## config.mk

```make
export PLATFORM = sky130hd
export DESIGN_NAME = alu_sequencer
export DESIGN_NICKNAME = d
export VERILOG_FILES = /design/src/rtl/alu_pkg.sv /design/src/rtl/alu_seq_wait_cnt.sv /design/src/rtl/alu_sequencer.sv
export SDC_FILE = /design/constraint.sdc
export NUM_CORES = 1
export LEC_CHECK = 0
export CORE_MARGIN = 1.5
export CORE_UTILIZATION = 39
export DETAILED_ROUTE_END_ITERATION = 10
export GPL_ROUTABILITY_DRIVEN = 1
export PLACE_DENSITY = 0.71
export SLEW_MARGIN = 20
export SYNTH_ARGS = -nofsm -noshare
export SYNTH_HDL_FRONTEND = slang
export SYNTH_SLANG_ARGS = --single-unit
```

## constraint.sdc

```tcl
create_clock -name clk -period 1.6 [get_ports clk]
set_input_delay 0.16 -clock clk [delete_from_list [all_inputs] [get_ports clk]]
set_output_delay 0.16 -clock clk [all_outputs]
set_load 0.05 [all_outputs]
```

## src/rtl/alu_pkg.sv

```systemverilog
// Shared ALU definitions: op codes, sequencer state encoding, op-class helpers.
package alu_pkg;

   localparam logic [3:0] ALU_AND = 4'b0000;
   localparam logic [3:0] ALU_OR  = 4'b0001;
   localparam logic [3:0] ALU_ADD = 4'b0010;
   localparam logic [3:0] ALU_SUB = 4'b0011;
   localparam logic [3:0] ALU_SHR = 4'b0100;
   localparam logic [3:0] ALU_SHL = 4'b0101;
   localparam logic [3:0] ALU_ROR = 4'b0110;
   localparam logic [3:0] ALU_ROL = 4'b0111;
   localparam logic [3:0] ALU_MUL = 4'b1000;
   localparam logic [3:0] ALU_DIV = 4'b1001;
   localparam logic [3:0] ALU_NEG = 4'b1010;
   localparam logic [3:0] ALU_NOT = 4'b1011;

   typedef enum logic [2:0] {
      S_IDLE   = 3'd0,
      S_LOAD_Y = 3'd1,
      S_EXEC   = 3'd2,
      S_WB_LO  = 3'd3,
      S_WB_HI  = 3'd4,
      S_ERR    = 3'd5
   } seq_state_t;

   // Codes above NOT are unassigned.
   function automatic logic is_legal(input logic [3:0] code);
      return code <= ALU_NOT;
   endfunction

   // mul/div produce a 64-bit result written back through LO and HI.
   function automatic logic is_wide(input logic [3:0] code);
      return (code == ALU_MUL) || (code == ALU_DIV);
   endfunction

   // neg/not operate on Y only, so B is never driven.
   function automatic logic is_unary(input logic [3:0] code);
      return (code == ALU_NEG) || (code == ALU_NOT);
   endfunction

endpackage

```

## src/rtl/alu_seq_wait_cnt.sv

```systemverilog
// Loadable down-counter timing the EXEC phase; last flags the final cycle.
module alu_seq_wait_cnt #(
   parameter int W = 4
) (
   input  logic         clk,
   input  logic         rst,
   input  logic         load,
   input  logic [W-1:0] load_val,
   input  logic         dec,
   output logic [W-1:0] count,
   output logic         last
);

   // Load takes priority; decrement saturates at zero.
   always_ff @(posedge clk or posedge rst) begin
      if (rst)
         count <= '0;
      else if (load)
         count <= load_val;
      else if (dec && (count != '0))
         count <= count - 1'b1;
   end

   assign last = (count == W'(1));

endmodule

```

## src/rtl/alu_sequencer.sv

```systemverilog
// Control sequencer for the shared-bus ALU: Y load, execute, Zlo/Zhi write-back.
module alu_sequencer
   import alu_pkg::*;
#(
   parameter int REG_SIZE = 32,
   parameter int MUL_LAT  = 4,
   parameter int DIV_LAT  = 8
) (
   input  logic       clk,
   input  logic       rst,
   input  logic       op_valid,
   input  logic [3:0] op_code,
   output logic       op_ready,
   output logic [3:0] alu_ctrl,
   output logic       ra_out,
   output logic       rb_out,
   output logic       y_in,
   output logic       z_in,
   output logic       zlo_out,
   output logic       zhi_out,
   output logic       rd_in,
   output logic       lo_in,
   output logic       hi_in,
   output logic       done,
   output logic       err
);

   localparam int MAX_LAT = (MUL_LAT > DIV_LAT) ? MUL_LAT : DIV_LAT;
   localparam int CNT_W   = $clog2(MAX_LAT) + 1;

   // The sequencer is width-independent; REG_SIZE only travels with the datapath.
   // An empty guard block keeps an illegal override visible in the hierarchy.
   if (REG_SIZE < 1 || MUL_LAT < 1 || DIV_LAT < 1) begin : g_bad_params
   end

   seq_state_t       state;
   logic [CNT_W-1:0] cnt;
   logic [CNT_W-1:0] cnt_load_val;
   logic             cnt_last;
   logic             wide;

   assign wide = is_wide(alu_ctrl);

   // EXEC length is chosen from the already-latched op during LOAD_Y.
   assign cnt_load_val = (alu_ctrl == ALU_MUL) ? CNT_W'(MUL_LAT) :
                         (alu_ctrl == ALU_DIV) ? CNT_W'(DIV_LAT) : CNT_W'(1);

   alu_seq_wait_cnt #(.W(CNT_W)) u_wait_cnt (
      .clk      (clk),
      .rst      (rst),
      .load     (state == S_LOAD_Y),
      .load_val (cnt_load_val),
      .dec      (state == S_EXEC),
      .count    (cnt),
      .last     (cnt_last)
   );

   // State machine and op latch; illegal codes leave alu_ctrl untouched.
   always_ff @(posedge clk or posedge rst) begin
      if (rst) begin
         state    <= S_IDLE;
         alu_ctrl <= ALU_AND;
      end else begin
         case (state)
            S_IDLE:
               if (op_valid) begin
                  if (is_legal(op_code)) begin
                     alu_ctrl <= op_code;
                     state    <= S_LOAD_Y;
                  end else begin
                     state    <= S_ERR;
                  end
               end
            S_LOAD_Y: state <= S_EXEC;
            S_EXEC:   if (cnt_last) state <= S_WB_LO;
            S_WB_LO:  state <= wide ? S_WB_HI : S_IDLE;
            S_WB_HI:  state <= S_IDLE;
            S_ERR:    state <= S_IDLE;
            default:  state <= S_IDLE;
         endcase
      end
   end

   // Moore decodes: state is async-reset, so every strobe drops with rst.
   assign op_ready = (state == S_IDLE);
   assign ra_out   = (state == S_LOAD_Y);
   assign y_in     = (state == S_LOAD_Y);
   assign rb_out   = (state == S_EXEC) && !is_unary(alu_ctrl);
   assign z_in     = (state == S_EXEC) && cnt_last;
   assign zlo_out  = (state == S_WB_LO);
   assign lo_in    = (state == S_WB_LO) && wide;
   assign rd_in    = (state == S_WB_LO) && !wide;
   assign zhi_out  = (state == S_WB_HI);
   assign hi_in    = (state == S_WB_HI);
   assign done     = ((state == S_WB_LO) && !wide) || (state == S_WB_HI);
   assign err      = (state == S_ERR);

endmodule
```

==> run_results.csv <==
group,metric,value,unit
synth,synthSimpleGateAreaFrac,28.08,%
worst_setup_path,endpoint_kind,"output pin",
sta,finalHoldViolCount,0,
floorplanning,start_util,40.89,%
power,peakVddDrop,0.001507,V
layout,diodes,0,
layout,multi_input_area,426.7,um2
drt,drtPass1Iterations,4,
synth,synthTopCellsByArea,"dfrtp_1, nor2_1, inv_1",
placed_design,dp_hpwl,1.328,mm
sta,fin_crit_sh,107.1,%
sta,worst_pin_slew,433.1,ps
placed_design,port_buffers,22,
synth,synth_top_area_cell,"dfrtp_1",
synth,netlist.area_leader.share,39.86,%
global_routing,grt_pass1_vias,672,
placed_design,place_area,1074,um2
floorplanning,ios,23,
synth,synthCells,75,
synth,avgSynthCellArea,9.209,um2
layout,regArea,277.8,um2
clock_network,clockBufferDepth,2,
floorplanning,die_area,2032,um2
layout,final_cell_area,1234,um2
layout,layout-area-overhead-vs-synth,78.62,%
synth,muxShareOfSynthArea,4.710,%
synth,syn-num-nets,84,
sta,slew_headroom,71.09,%
drt,drc,0,
power,p_per_area,2412,nW/um2
sta,slew_violations,0,
drt,drtAntennaViolNets,0,
global_routing,grt_max_degree,12,
synth,syn_area,690.7,um2
placed_design,pre_cts_slack,-104.7,ps
floorplanning,dieHeight,45.08,um
worst_hold_path,hold_class,"input pin to asynchronous set/reset pin",
floorplanning,core_area,1689,um2
drt,dr_total_vias,661,
global_routing,grt_pass1_wl,2.842,mm
synth,ys.flop_type,"dfrtp_1",
floorplanning,chipWidth,45.08,um
outcome,violations,"negative setup slack",
layout,nets,122,
floorplanning,rows,15,
worst_setup_path,rr_startpoint,"state[0]$_DFFE_PP0P_",
sta,rsz0062_at_grt,"true",
clock_network,root_buffer,"clkbuf_4",
global_routing,grt_usage,19.37,%
drt,drt-wirelength-per-cell,13.44,um
global_routing,antenna_found_initial,0,
worst_setup_path,critPathLaunchType,"register",
synth,ys_ff_latch,11,
drt,drt-total-wl,1.734,mm
sta,fin_ws,-114.0,ps
clock_network,cts_buffers,3,
worst_setup_path,crit_start,"state[0]$_DFFE_PP0P_",
sta,setup_violations,10,
sta,hold-worst-slack,191.7,ps
synth,synth_top_family_by_area,"simple AND/OR/NAND/NOR gates",
clock_network,clock_latency,260,ps
placed_design,dp_cells,117,
synth,synth_compound_area_share,11.41,%
synth,ys_top_cells_by_count,"dfrtp_1, nor2_1, inv_1",
clock_network,cts_sinks,11,
outcome,status,"complete, but fails checks",
drt,vias_per_cell,5.124,
worst_setup_path,regToRegSetupSlack,-90,ps
clock_network,tritoncts,"yes",
global_routing,overflow,0,
clock_network,cts.clk_slew.worst_paths,70,ps
synth,synthXorXnorAreaFrac,1.268,%
layout,nFillCells,130,
synth,yosysSeqAreaShare,39.86,%
clock_network,cts.htree.levels,1,
clock_network,postCtsHoldBufs,0,
worst_setup_path,crit_fanout,5,
sta,fmax,583.4,MHz
sta,period_needed,1714,ps
flow_run,maxCapViolCount,0,
layout,drive_above_1_share,53.57,%
synth,synth.distinct_cells,35,
synth,synth_warnings,0,
power,p_leak,0.0005589,uW
drt,drt_iter0_markers,4,
synth,synth-edff-count,0,
layout,final_cells,129,
synth,async_reset_ff_share,100.0,%
synth,yosysMostFrequentCell,"dfrtp_1",
synth,synth_fa_ha_area_share,3.623,%
worst_setup_path,path_class,"register to output pin",
worst_setup_path,critPathArrivalTime,1550,ps
placed_design,gp_congestion,0.8188,
sta,fin_skew,1.537,ps
worst_setup_path,cp.required,1440,ps
-- power by group --
part / switching [uW] / total, uW / internal, uW / leakage, uW
logic: 1200 / 2230 / 1030 / 0.000412
registers: 148 / 563 / 416 / 0.000132
clock network: 85.2 / 182 / 96.4 / 0.0000150
total: 1430 / 2980 / 1550 / 0.000559
-- worst paths after layout --
check	to	cells past startpoint
max	rb_out	4
min reg2reg	u_wait_cnt.count[1]$_DFFE_PP0P_	2
min in group clk	alu_ctrl[0]$_DFFE_PP0P_	2
max in group asynchronous	alu_ctrl[3]$_DFFE_PP0P_	2
min	u_wait_cnt.count[0]$_DFFE_PP0P_	2
max reg2reg	u_wait_cnt.count[3]$_DFFE_PP0P_	4
-- state kept, by name, indices dropped and copies added (netlist names) --
signal            count
alu_ctrl              4
state                 3
u_wait_cnt.count      4
-- critical path, cell delays in order (launching register included) --
cell and delay [ps]:
dfrtp_1 430, or3b_4 400, buf_6 130, a31oi_4 170, buf_12 160
-- placed cells by master, fill, tap and decap left out, types with 3 or more instances in the layout --
master / count
buf_4: 19
buf_12: 10
dfrtp_1: 9
inv_1: 6
clkdlybuf4s50_1: 6
nor2_1: 5
buf_6: 4
a21oi_1: 3
clkbuf_4: 3
-- stage by stage --
| step | util, % | total power, uW | TNS (ps) |
|---|---|---|---|
| 5_1_grt | 73.04 | 3143 | -1365 |
| 3_5_place_dp | 63.56 | 2497 | -341.8 |
| 6_report | 73.04 | 2975 | -590.3 |
| 4_1_cts | 70.74 | 2904 | -673.6 |
| 2_1_floorplan | - | 1803 | -26.65 |
| 3_3_place_gp | 63.56 | 2467 | -278.3 |
-- layer usage --
layer	global-route usage, %	vias to the layer above	wire length (um)
li1	-	335	-
met1	26.63	312	827
met2	30.29	14	842
met3	7.200	0	64
met4	1.765	0	0
met5	0	-	0
-- cell type report --
cell class	instances	area share, %
sequential	11	22.52
clock buffer	4	2.130
tap	17	1.724
timing repair buffer	39	36.31
inverter	8	2.738
multi-input combinational	50	34.58
-- repair_timing --
action	4_1_cts	5_1_grt
setup buffers	7	1
setup endpoints to repair	11	18
pin swaps	1	2
resized for setup	11	8
-- cell families after synthesis --
group	Yosys count
fa+ha+maj	2
simple gates	32
flops	11
buf+inv	14
xor+xnor	1
mux	3
compound gates	12
Note: power is estimated with default switching activity, not from simulation.
